===== src/rtl/cpu_types_pkg.sv =====
// cpu_types_pkg: shared RAM handshake and arbiter state encodings
package cpu_types_pkg;
    typedef enum logic [1:0] {FREE, BUSY, ACCESS, ERROR} ramstate_t;
    typedef enum logic [1:0] {IDLE, DREQ, IREQ, RESP} arb_state_t;
endpackage


===== src/rtl/mem_arbiter.sv =====
// mem_arbiter: single-port RAM arbiter, data side has priority over instruction side.
// Ports: CLK/RST (async active-high); iREN/iaddr -> ihit/iload; dREN/dWEN/daddr/dstore -> dhit/dload;
//        ramREN/ramWEN/ramaddr/ramstore -> RAM, ramload/ramstate <- RAM; mem_err sticky abort flag.
module mem_arbiter
    import cpu_types_pkg::*;
#(
    parameter int TIMEOUT = 15
) (
    input  logic        CLK,
    input  logic        RST,
    input  logic        iREN,
    input  logic [31:0] iaddr,
    input  logic        dREN,
    input  logic        dWEN,
    input  logic [31:0] daddr,
    input  logic [31:0] dstore,
    output logic        ihit,
    output logic [31:0] iload,
    output logic        dhit,
    output logic [31:0] dload,
    output logic        ramREN,
    output logic        ramWEN,
    output logic [31:0] ramaddr,
    output logic [31:0] ramstore,
    input  logic [31:0] ramload,
    input  ramstate_t   ramstate,
    output logic        mem_err
);
    localparam logic [7:0] LP_LAST = 8'(TIMEOUT - 1);

    arb_state_t  r_state;
    logic [7:0]  r_cnt;
    logic [31:0] r_addr;
    logic [31:0] r_store;
    logic        r_wen;
    logic        r_ihit;
    logic        r_dhit;
    logic [31:0] r_iload;
    logic [31:0] r_dload;
    logic        r_err;
    logic        w_dreq;
    logic        w_act;

    assign w_dreq   = dREN | dWEN;
    assign w_act    = (r_state == DREQ) || (r_state == IREQ);
    assign ramREN   = w_act & ~r_wen;
    assign ramWEN   = w_act & r_wen;
    assign ramaddr  = r_addr;
    assign ramstore = r_store;
    assign ihit     = r_ihit;
    assign dhit     = r_dhit;
    assign iload    = r_iload;
    assign dload    = r_dload;
    assign mem_err  = r_err;

    // The DREQ/IREQ state itself records which requester owns the transaction.
    always_ff @(posedge CLK or posedge RST) begin
        if (RST) begin
            r_state <= IDLE;
            r_cnt   <= '0;
            r_addr  <= '0;
            r_store <= '0;
            r_wen   <= 1'b0;
            r_ihit  <= 1'b0;
            r_dhit  <= 1'b0;
            r_iload <= '0;
            r_dload <= '0;
            r_err   <= 1'b0;
        end else begin
            r_ihit <= 1'b0;
            r_dhit <= 1'b0;
            case (r_state)
                IDLE: begin
                    if (w_dreq || iREN) begin
                        r_cnt   <= '0;
                        r_addr  <= w_dreq ? daddr : iaddr;
                        r_store <= w_dreq ? dstore : '0;
                        r_wen   <= w_dreq & dWEN;
                        r_state <= w_dreq ? DREQ : IREQ;
                    end
                end
                DREQ, IREQ: begin
                    if (ramstate == ACCESS) begin
                        // hit is raised here so it is visible for exactly the RESP cycle
                        r_dhit  <= (r_state == DREQ);
                        r_ihit  <= (r_state == IREQ);
                        r_state <= RESP;
                        if (r_state == DREQ && !r_wen) r_dload <= ramload;
                        if (r_state == IREQ) r_iload <= ramload;
                    end else if (ramstate == ERROR || r_cnt == LP_LAST) begin
                        // abort without a hit; a still-held request re-arbitrates from IDLE
                        r_err   <= 1'b1;
                        r_state <= IDLE;
                    end else begin
                        r_cnt <= r_cnt + 8'd1;
                    end
                end
                default: r_state <= IDLE;
            endcase
        end
    end
endmodule


===== config.mk =====
export PLATFORM = sky130hd
export DESIGN_NAME = mem_arbiter
export DESIGN_NICKNAME = d
export VERILOG_FILES = /design/src/rtl/cpu_types_pkg.sv /design/src/rtl/mem_arbiter.sv
export SDC_FILE = /design/constraint.sdc
export NUM_CORES = 1
export LEC_CHECK = 0
export ABC_AREA = 1
export CELL_PAD_IN_SITES_DETAIL_PLACEMENT = 1
export CELL_PAD_IN_SITES_GLOBAL_PLACEMENT = 2
export CORE_AREA = 4 4 165 167
export CTS_BUF_LIST = sky130_fd_sc_hd__clkbuf_16
export CTS_CLUSTER_SIZE = 12
export DETAILED_ROUTE_END_ITERATION = 16
export DIE_AREA = 0 0 169 171
export PLACE_DENSITY_LB_ADDON = 0.1
export SLEW_MARGIN = 25
export SYNTH_ARGS = -nofsm -noshare
export SYNTH_HDL_FRONTEND = slang
export SYNTH_SLANG_ARGS = --single-unit

===== constraint.sdc =====
create_clock -name CLK -period 5 [get_ports CLK]
set_input_delay 0.5 -clock CLK [delete_from_list [all_inputs] [get_ports CLK]]
set_output_delay 0.5 -clock CLK [all_outputs]
set_load 0.005 [all_outputs]

### Word-level counts from Yosys, hierarchy flattened

Cells that the tools add are included.

| storage, ports and cells | value |
|---|---|
| bits in registers | 142 |
| input port bits | 135 |
| output and inout bits | 133 |
| logic and storage cells | 55 |

| operators by class | value |
|---|---|
| add/subtract/negate cells | 1 |
| equal/unequal tests | 9 |
| muxes and demuxes | 15 |
| bitwise gates (word level) | 6 |
| reduce and logical (&&, ||, !) cells | 14 |

Operators with widths:

| cell | count |
|---|---|
| $mux W32 | 2 |
| $mux W8 | 3 |
| $pmux W8 S2 | 1 |
| $reduce_and A3 Y1 | 3 |
| $add A8 B1 Y8 const B | 1 |
| $eq A8 B4 Y1 const B | 1 |
| $mux W2 | 4 |
| $eq A2 B2 Y1 const B | 3 |
| $ne A2 B2 Y1 const B | 3 |
| $mux W1 | 4 |
| $pmux W2 S2 | 1 |
| $reduce_and A2 Y1 | 2 |
| $reduce_and A4 Y1 | 1 |
| $and A1 B1 Y1 | 3 |
| $logic_or A1 B1 Y1 | 3 |
| $ne A3 B3 Y1 const B | 1 |
| $eq A2 B1 Y1 const B | 1 |
| $logic_not A2 Y1 | 1 |
| $not A1 Y1 | 2 |
| $reduce_bool A2 Y1 | 1 |
| $reduce_or A2 Y1 | 1 |
| $logic_and A1 B1 Y1 | 1 |
| $logic_not A1 Y1 | 1 |
| $or A1 B1 Y1 | 1 |

### Logic depth before layout (Yosys ltp)

| logic depth | value |
|---|---|
| depth after elaboration | 5 |
| depth in mapped cells | 9 |
| mapped depth without buffers | 9 |

### Worst setup path before layout

Ideal clock, no wire load.

| timing path | value |
|---|---|
| path type | flip-flop to output port |
| start point | reg r_state[0] |
| end point | out ramREN |
| arrival | 1.180 ns |
| data required time | 4.500 ns |
| slack | 3.320 ns |
| cell stages (with the launch flop) | 6 |
| buffers on the path | 1 |
| cells stage by stage | dfrtp_1 inv_1 ha_1 buf_2 clkinv_1 nor2_1 |

| between the ends | value |
|---|---|
| longest elaborated chain between the ends | 3 |
| elaborated cells between the ends (all ways) | 4 |
| those cells by class | eq/ne (2); bitwise (1); reduce/logical (1) |

Ends and longest elaborated chain:

| what | line | RTL |
|---|---|---|
| start, declared | mem_arbiter.sv:31 | `arb_state_t r_state;` |
| start signal, assigned | mem_arbiter.sv:79 | `r_state <= w_dreq ? DREQ : IREQ;` |
| $eq A2 B1 Y1 or $eq A2 B2 Y1 (tied branches) | mem_arbiter.sv:45 | `assign w_act = (r_state == DREQ) \|\| (r_state == IREQ);` |
| $logic_or A1 B1 Y1 * | mem_arbiter.sv:45 |  |
| $and A1 B1 Y1 * | mem_arbiter.sv:46 | `assign ramREN = w_act & ~r_wen;` |
| end, declared | mem_arbiter.sv:21 | `output logic ramREN,` |

Mark *: on every way between the ends. The rest lies on a longest branch, timed or not.

### Worst setup path in the final report

Same ends and word-level chain as after synthesis.

==> impl_results.md <==
* Status: complete, no violations
* Vias in the first global route at 6125
* CP max FO at 9
* Final period util at 57.4%
* Sink Count at 142
* Yosys reg bits at 142
* P_leak at 4.28 nW
* Hold WS at 0.483 ns
* Placed cell areas at 9040 µm²
* Post-Syn Area per Cell at 8.88 µm²
* Fmax at 348 MHz
* Row cnt at 59
* Routed vias at 5561
* Final #Nets at 1080
* Largest cells by area after synthesis: dfrtp_1 (58%), nand2_1 (8.9%), o21ai_0 (7.6%)
* Sequential area share after synthesis at 58.3%
* Router iterations before antenna repair at 4
* Final ANT Viol Nets at 0
* Antenna violations before repair at 1
* Worst Skew at 0.0151 ns
* Max cap viols at 0
* Post-Syn Nets at 827
* Final instance area at 9610 µm²
* DR iter-0 viols at 245
* Hold_buf cts at 0
* Starting density of the core at 23.7%
* Chip width at 169 µm
* Root buf cell: clkbuf_16
* First-pass GRT wire length at 34300 µm
* CP Capture Type: output port
* Clock-pin slew on the worst setup and hold paths at 0.06 ns
* Layout cells sized above 1 at 5.57%
* Drt wl/cell at 16.6 µm
* # IOs at 268
* Vias per cell at 4.32
* Routed Wire Length at 21400 µm
* Mapped Cells at 686
* Maximum VDD drop at 0.272 mV
* Placed cell count at 1255
* Synth top area share at 58.3%
* Fin. Hold Viols at 0
* Worst Tran Pin Value at 0.723 ns
* Yosys cell types at 28
* Startpoint types: flip-flop
* Detailed Place HPWL at 15500 µm
* Die area at 28900 µm²
* Min Tclk post-route at 2.87 ns
* Normalized max-slew margin at 51.8%
* Finished Layout Cells at 1287
* R2R setup slack at 2.80 ns
* Clk Latency, worst-skew pair at 0.42 ns
* H-tree levels at 4
* PD cells at 560 nW/µm²
* Synth warnings at 0
* CTS buffer count at 17
* Unrepaired setup endpoints after global routing: no
* # DRC at 0
* Post-cts gate resize count at 0
* Data required, critical path at 4.50 ns
* Longest Clk Path Bufs at 2
* WP data arrival at 2.37 ns
* Setup TNS at 0 ns
* Multi-input logic area at 2030 µm²
* Hold Crit Class: flip-flop to flip-flop
* Mapped cell area at 6090 µm²
* Placeable core area at 25800 µm²
* Final setup vio count at 0
* Fin. max-slew vios at 0
* Filler Cell Count at 2935
* Gr ovfl total at 0
* Setup Crit Path Kind: flip-flop to output port
* Gr usage total at 15.0%
* Area Overhead vs Synth at 57.6%
* Routability cong. at 0.759
* Largest net degree at the start of global routing at 101
* Setup repair bufs after CTS at 0
* CTS tree: yes
* I/O Buffers at 267
* FF+latch area at 3550 µm²
* Area leader, netlist: dfrtp_1
* Die Ht at 171 µm
-- where the power goes --
| part | internal, mW | switching (mW) |
|---|---|---|
| combinational | 1.20 | 1.02 |
| sequential | 1.64 | 0.301 |
| clock | 0.691 | 0.534 |
-- kinds of logic after synthesis --
family / synth area share [%]
buffers and inverters: 8.73
DFF: 58.3
AOI/OAI and AO/OA: 14.7
adders and majority gates: 1.23
xor gates and xnor gates: 0.144
and+or+nand+nor: 16.9
-- synthesized netlist by cell type --
library cell / count
dfrtp_1: 142
o21bai_1: 1
a31oi_1: 32
nand2_1: 144
nand2_2: 3
o21ai_1: 37
nand4_1: 2
buf_2: 20
nand3_1: 45
nand3b_1: 1
a21oi_1: 3
o21ai_0: 93
nor2_1: 46
or2_2: 1
buf_6: 5
nor3b_1: 1
buf_4: 3
o21bai_2: 1
clkinv_1: 1
inv_2: 2
xor2_1: 1
nor2_4: 2
nand3b_2: 1
clkbuf_1: 13
ha_1: 6
nor2_2: 1
inv_1: 78
o21ai_2: 1
-- critical path, stage by stage (launching register included) --
cell and delay, ns:
dfrtp_1 0.40, inv_1 0.08, ha_1 0.47, clkinv_1 0.32, nor2_1 0.16, clkdlybuf4s50_1 0.52
-- placed cells by master, fill, tap and decap left out --
cell	count
o21ai_0	93
buf_4	8
nand2_1	143
nand3b_1	1
inv_8	2
or2_2	1
clkinv_2	1
nor2_2	1
nand3b_2	1
nand4_1	2
nand3_1	44
clkinv_1	1
ha_1	6
inv_2	2
o21ai_1	37
nand2_2	3
nor3b_1	1
bufinv_16	1
o21ai_4	1
nand3_2	1
clkbuf_16	17
clkinvlp_4	4
a21oi_1	3
diode_2	1
nand2_4	1
o21bai_1	1
inv_1	78
inv_6	6
xor2_1	1
clkdlybuf4s50_1	267
nor2_4	2
nor2_1	46
dfrtp_1	142
a31oi_1	32
o21bai_2	1
-- layer usage --
metal	vias up	track usage [%]	share of wire, %
met5	-	0	0
met4	0	4.66	1.7
met3	19	5.61	8.4
met2	179	24.2	48
met1	2636	18.7	42
li1	2727	-	-
-- sequential cells by signal, indices dropped and copies added (netlist names) --
signal	flops
dhit	1
dload	32
ihit	1
iload	32
mem_err	1
r_cnt	8
r_state	2
r_wen	1
ramaddr	32
ramstore	32
-- through the flow --
stage	utilization, %	setup WS, ns	total power, mW
floorplan	-	0.690	2.85
global placement	35.1	2.40	4.16
detailed placement	35.1	2.30	4.23
CTS	37.2	2.06	5.51
global route	37.3	1.88	5.83
finish	37.3	2.13	5.38
-- final timing paths --
| kind | from | to | cells after the start |
|---|---|---|---|
| max | r_state[0] | ramREN | 5 |
| min | mem_err | mem_err | 2 |
| max reg2reg | r_state[0] | dload[14] | 8 |
| min reg2reg | mem_err | mem_err | 2 |
| max in group asynchronous | RST | iload[1] | 3 |
| min in group asynchronous | RST | ramstore[27] | 2 |
-- layout make-up --
type	count	share of cell area, %
flip-flops and latches	142	37.0
repair buffers	275	28.4
multi-input cells	422	21.1
clock buffers	17	4.43
well taps	335	4.36
inverters	81	3.24
clock inverters	14	1.38
diodes	1	0.0261
(Power assumes the default switching activity.)
==> edit 1, RTL diff (config.mk and constraints unchanged) <==
Make the reset (`RST`) synchronous in one clocked block. Comments in the files are not updated.
--- a/src/rtl/mem_arbiter.sv
+++ b/src/rtl/mem_arbiter.sv
@@ -55,5 +55,5 @@
 
     // The DREQ/IREQ state itself records which requester owns the transaction.
-    always_ff @(posedge CLK or posedge RST) begin
+    always_ff @(posedge CLK) begin
         if (RST) begin
             r_state <= IDLE;
Check against the original RTL: differs if RST is asserted again (counterexample within 4 cycles, from zero or initial values and one cycle with RST high); with RST held inactive, the same outputs for 4 cycles.
==> edit 1 against the unedited design <==
  * Sequential cell count did not move
  * Non-clock buffer count did not move
  * Area after synthesis fell by 8.1%
  * Power fell by 23%
  * Wire length rose by 4.7%
  * Sequential share of layout area fell by 5.5 points
  * Largest power group is now sequential cells
  * Design area fell by 5.9%
  * Setup slack improved by 0.13 ns
==> edit 1: results (changes against the unedited design) <==
max incr delay on CP: 0.73 ns (was 0.52 ns)
adder-cell share of the synthesized area: 1.34% (was 1.23%)
first-pass GRT wire length: 34.9 mm (was 34.3 mm)
WL per Instance: 16.9 um (was 16.6 um)
hpwl dp: 15.6 mm (was 15.5 mm)
slew at the pin closest to its max-slew limit: 0.836 ns (was 0.723 ns)
sequential share of the synthesized area: 50.8% (was 58.3%)
ys async rst share: 0% (was 100%)
synth top area cells: dfxtp_1 51%, nand2_1 11%, a21oi_1 6.7% (was dfrtp_1 58%, nand2_1 8.9%, o21ai_0 7.6%)
layout cells sized above 1: 5.77% (was 5.57%)
PortBufs: 267 (unchanged)
pre-CTS setup slack: 2.08 ns (was 2.30 ns)
Arrival @ worst endpoint: 3.09 ns (was 2.37 ns)
Fill cells: 3104 (was 2935)
vias in the first global route: 6093 (was 6125)
Global Route Usage Sum: 15.3% (was 15.0%)
leakage power: 3.21 nW (was 4.28 nW)
Via-to-Cell Ratio: 4.39 (was 4.32)
status: completed (unchanged)
CP max FO: 33 (was 9)
Slowest-stage cell, CP: inv_2 (was clkdlybuf4s50_1)
Final Skew: 0.0187 ns (was 0.0151 ns)
DR iter-0 viols: 187 (was 245)
largest net degree at the start of global routing: 71 (was 101)
placer's final routability congestion estimate: 0.711 (was 0.759)
Initial DRT Pass Iterations: 5 (was 4)
Net Count, Synth: 879 (was 827)
Post-Synth XOR/XNOR Area: 0.156% (was 0.144%)
Netlist cell types: 25 (was 28)
Nets: 1116 (was 1080)
IR Drop Worst-Case VDD: 0.179 mV (was 0.272 mV)
[edit 1: metrics by stage]
step           std cells  power [mW]  area, um2
6_report            1323        4.13       9030
4_1_cts             1323        4.22       9030
3_3_place_gp        1291        2.98       8480
3_5_place_dp        1291        2.97       8480
5_1_grt             1323        4.45       9030
2_1_floorplan        738        2.25       5600
[edit 1: layout make-up]
cell class,instances,area [um2],area share [%]
Sequential cell,142,2840,31.5
Tap cell,335,419,4.64
Timing Repair Buffer,275,2730,30.2
Inverter,23,88.8,0.983
Clock inverter,15,126,1.40
Multi-Input combinational cell,516,2400,26.6
Clock buffer,17,425,4.71
[edit 1: where the power goes]
group / switching (mW) / total, mW / leakage (nW) / internal, mW
logic: 0.790 / 1.45 / 1.78 / 0.661
clock network: 0.558 / 1.21 / 0.269 / 0.652
registers: 0.117 / 1.46 / 1.16 / 1.35
total: 1.47 / 4.13 / 3.21 / 2.66
[edit 1: final timing paths]
kind	start	endpoint	slack [ns]	cells past startpoint
worst max-delay path	r_state[0]$_SDFFE_PP0P_	dload[13]$_SDFFE_PP0P_	2.26	8
worst min-delay path	ramstore[27]$_SDFFE_PP0P_	ramstore[27]$_SDFFE_PP0P_	0.46	2
worst max register to register	r_state[0]$_SDFFE_PP0P_	dload[13]$_SDFFE_PP0P_	2.26	8
worst min register to register	ramstore[27]$_SDFFE_PP0P_	ramstore[27]$_SDFFE_PP0P_	0.46	2
[edit 1: metal layers]
layer | part of all wire, % | track usage [%]
met1 | 46 | 20.1
met2 | 44 | 23.5
met3 | 8.9 | 6.08
met4 | 0.90 | 3.89
met5 | 0.058 | 0
[edit 1: logic make-up after synthesis]
group | count (synthesis)
flip-flops | 142
buffers and inverters | 80
XOR/XNOR | 1
AND/OR/NAND/NOR | 297
AO/OA/AOI/OAI | 212
adder cells (fa/ha/maj) | 6
==> edit 2, RTL diff (same flow settings) <==
Made on the original files. Set the parameter `TIMEOUT` to 7 (it was 15).
--- a/src/rtl/mem_arbiter.sv
+++ b/src/rtl/mem_arbiter.sv
@@ -5,5 +5,5 @@
     import cpu_types_pkg::*;
 #(
-    parameter int TIMEOUT = 15
+    parameter int TIMEOUT = 7
 ) (
     input  logic        CLK,
Check against the original RTL: no difference found for any inputs over 4 cycles, from zero or initial values and one cycle with RST high; that may be too few to reach the edited logic, so the function may still have changed.
==> edit 2 against the unedited design <==
  * Maximum frequency grew 0.47%
  * Setup slack gained 0.013 ns
  * Non-clock buffer count grew 1
  * First-iteration DRC count shrank 29%
  * Design area is essentially flat
  * Wire length shrank 0.27%
  * Power grew 1.4%
  * Clock skew shrank 0.0064 ns
  * Area after synthesis shrank 0.41%
  * Largest power group unchanged
  * Sequential share of layout area is essentially flat
  * Highest routed layer unchanged
  * Sequential cell count is the same
  * Critical path depth is the same
==> edit 2: results (changes against the unedited design) <==
Switching Fraction: 34.8% (was 34.4%)
sequential share of the synthesized area: 58.6% (was 58.3%)
initial antenna violation count: 0 (was 1)
via count: 5499 (was 5561)
Post-Syn Instances: 691 (was 686)
Clock Power Share: 22.2% (was 22.8%)
Initial DRT Pass Iterations: 4 (unchanged)
leakage power: 4.26 nW (was 4.28 nW)
Net Count, Synth: 832 (was 827)
WL per Instance: 16.5 um (was 16.6 um)
largest net degree at the start of global routing: 92 (was 101)
Placed Cells: 1262 (was 1255)
M2 GR Usage: 22.8% (was 24.2%)
Area after DPL: 0.00905 mm2 (was 0.00904 mm2)
Hold Path Sink: iload[3]$_DFFE_PP0P_ (was mem_err$_DFFE_PP0P_)
r2r setup slk: 2.53 ns (was 2.80 ns)
met1 WL: 9.41 mm (was 9.03 mm)
Slowest-stage cell, CP: ha_1 (was clkdlybuf4s50_1)
Via-to-Cell Ratio: 4.25 (was 4.32)
IR Drop Worst-Case VDD: 0.358 mV (was 0.272 mV)
layout cells sized above 1: 5.32% (was 5.57%)
top cells by count, synth: 151 x nand2_1, 142 x dfrtp_1, 96 x o21ai_0, 77 x inv_1, 61 x nor2_1 (was 144 x nand2_1, 142 x dfrtp_1, 93 x o21ai_0, 78 x inv_1, 46 x nor2_1)
CP max FO: 12 (was 9)
ant diodes: 0 (was 1)
hold_ws: 0.479 ns (was 0.483 ns)
status: completed (unchanged)
DR iter-0 viols: 173 (was 245)
ys async rst share: 100% (unchanged)
first-pass GRT wire length: 33.1 mm (was 34.3 mm)
RR Endpoint: dload[7]$_DFFE_PP0P_ (was dload[14]$_DFFE_PP0P_)
clock latency on the worst-skew pair: 0.42 ns (about the same)
Nets: 1087 (was 1080)
Fill cells: 2981 (was 2935)
Final Skew: 0.00874 ns (was 0.0151 ns)
placer's final routability congestion estimate: 0.721 (was 0.759)
internal power: 3.56 mW (was 3.53 mW)
met1 usage: 18.2% (was 18.7%)
Slew headroom: 41.0% (was 51.8%)
Netlist cell types: 28 (unchanged)
worst reg-to-reg path cell count: 6 (was 8)
synth top area cells: dfrtp_1 59%, nand2_1 9.3%, o21ai_0 7.9% (was dfrtp_1 58%, nand2_1 8.9%, o21ai_0 7.6%)
type of the worst min-delay path: flop to flop (unchanged)
Global Route Usage Sum: 14.6% (was 15.0%)
hold_sp: iload[3]$_DFFE_PP0P_ (was mem_err$_DFFE_PP0P_)
hpwl dp: 15.0 mm (was 15.5 mm)
metal2 WL: 9.59 mm (was 10.2 mm)
vias in the first global route: 5758 (was 6125)
met3 Track Usage GR: 6.98% (was 5.61%)
WL met3: 2.04 mm (was 1.80 mm)
## edit 2: changes by cell type after synthesis, sizes merged, moves of 2 or more
cell	before	now
o21ai	131	100
a21oi	3	24
nor2	49	63
buf	28	17
clkbuf	13	23
nand2	147	152
nand3	45	42
inv	80	78
## edit 2: logic make-up (layout without fill, tap and decap cells)
family                     count (synthesis)  after routing  share of synthesized area, %
and+or+nand+nor                          265            265                          18.0
AOI/OAI and AO/OA                        158            158                          13.8
DFF                                      142            142                          58.6
buffers and inverters                    118            386                          8.06
adders and majority gates                  6              6                          1.24
xor gates and xnor gates                   1              1                         0.144
muxes                                      1              1                         0.186
## edit 2: cell type report
class                   count  area share, %
inverters                  78           3.10
well taps                 335           4.36
clock buffers              17           4.43
flip-flops and latches    142           37.0
repair buffers            276           28.5
multi-input cells         431           21.2
clock inverters            15           1.37
## edit 2: through the flow
step	util, %	worst slack [ns]
final	37.3	2.14
after global routing	37.3	1.91
after CTS	37.3	2.07
after detailed placement	35.1	2.12
after global placement	35.1	2.14
after floorplan	-	0.690
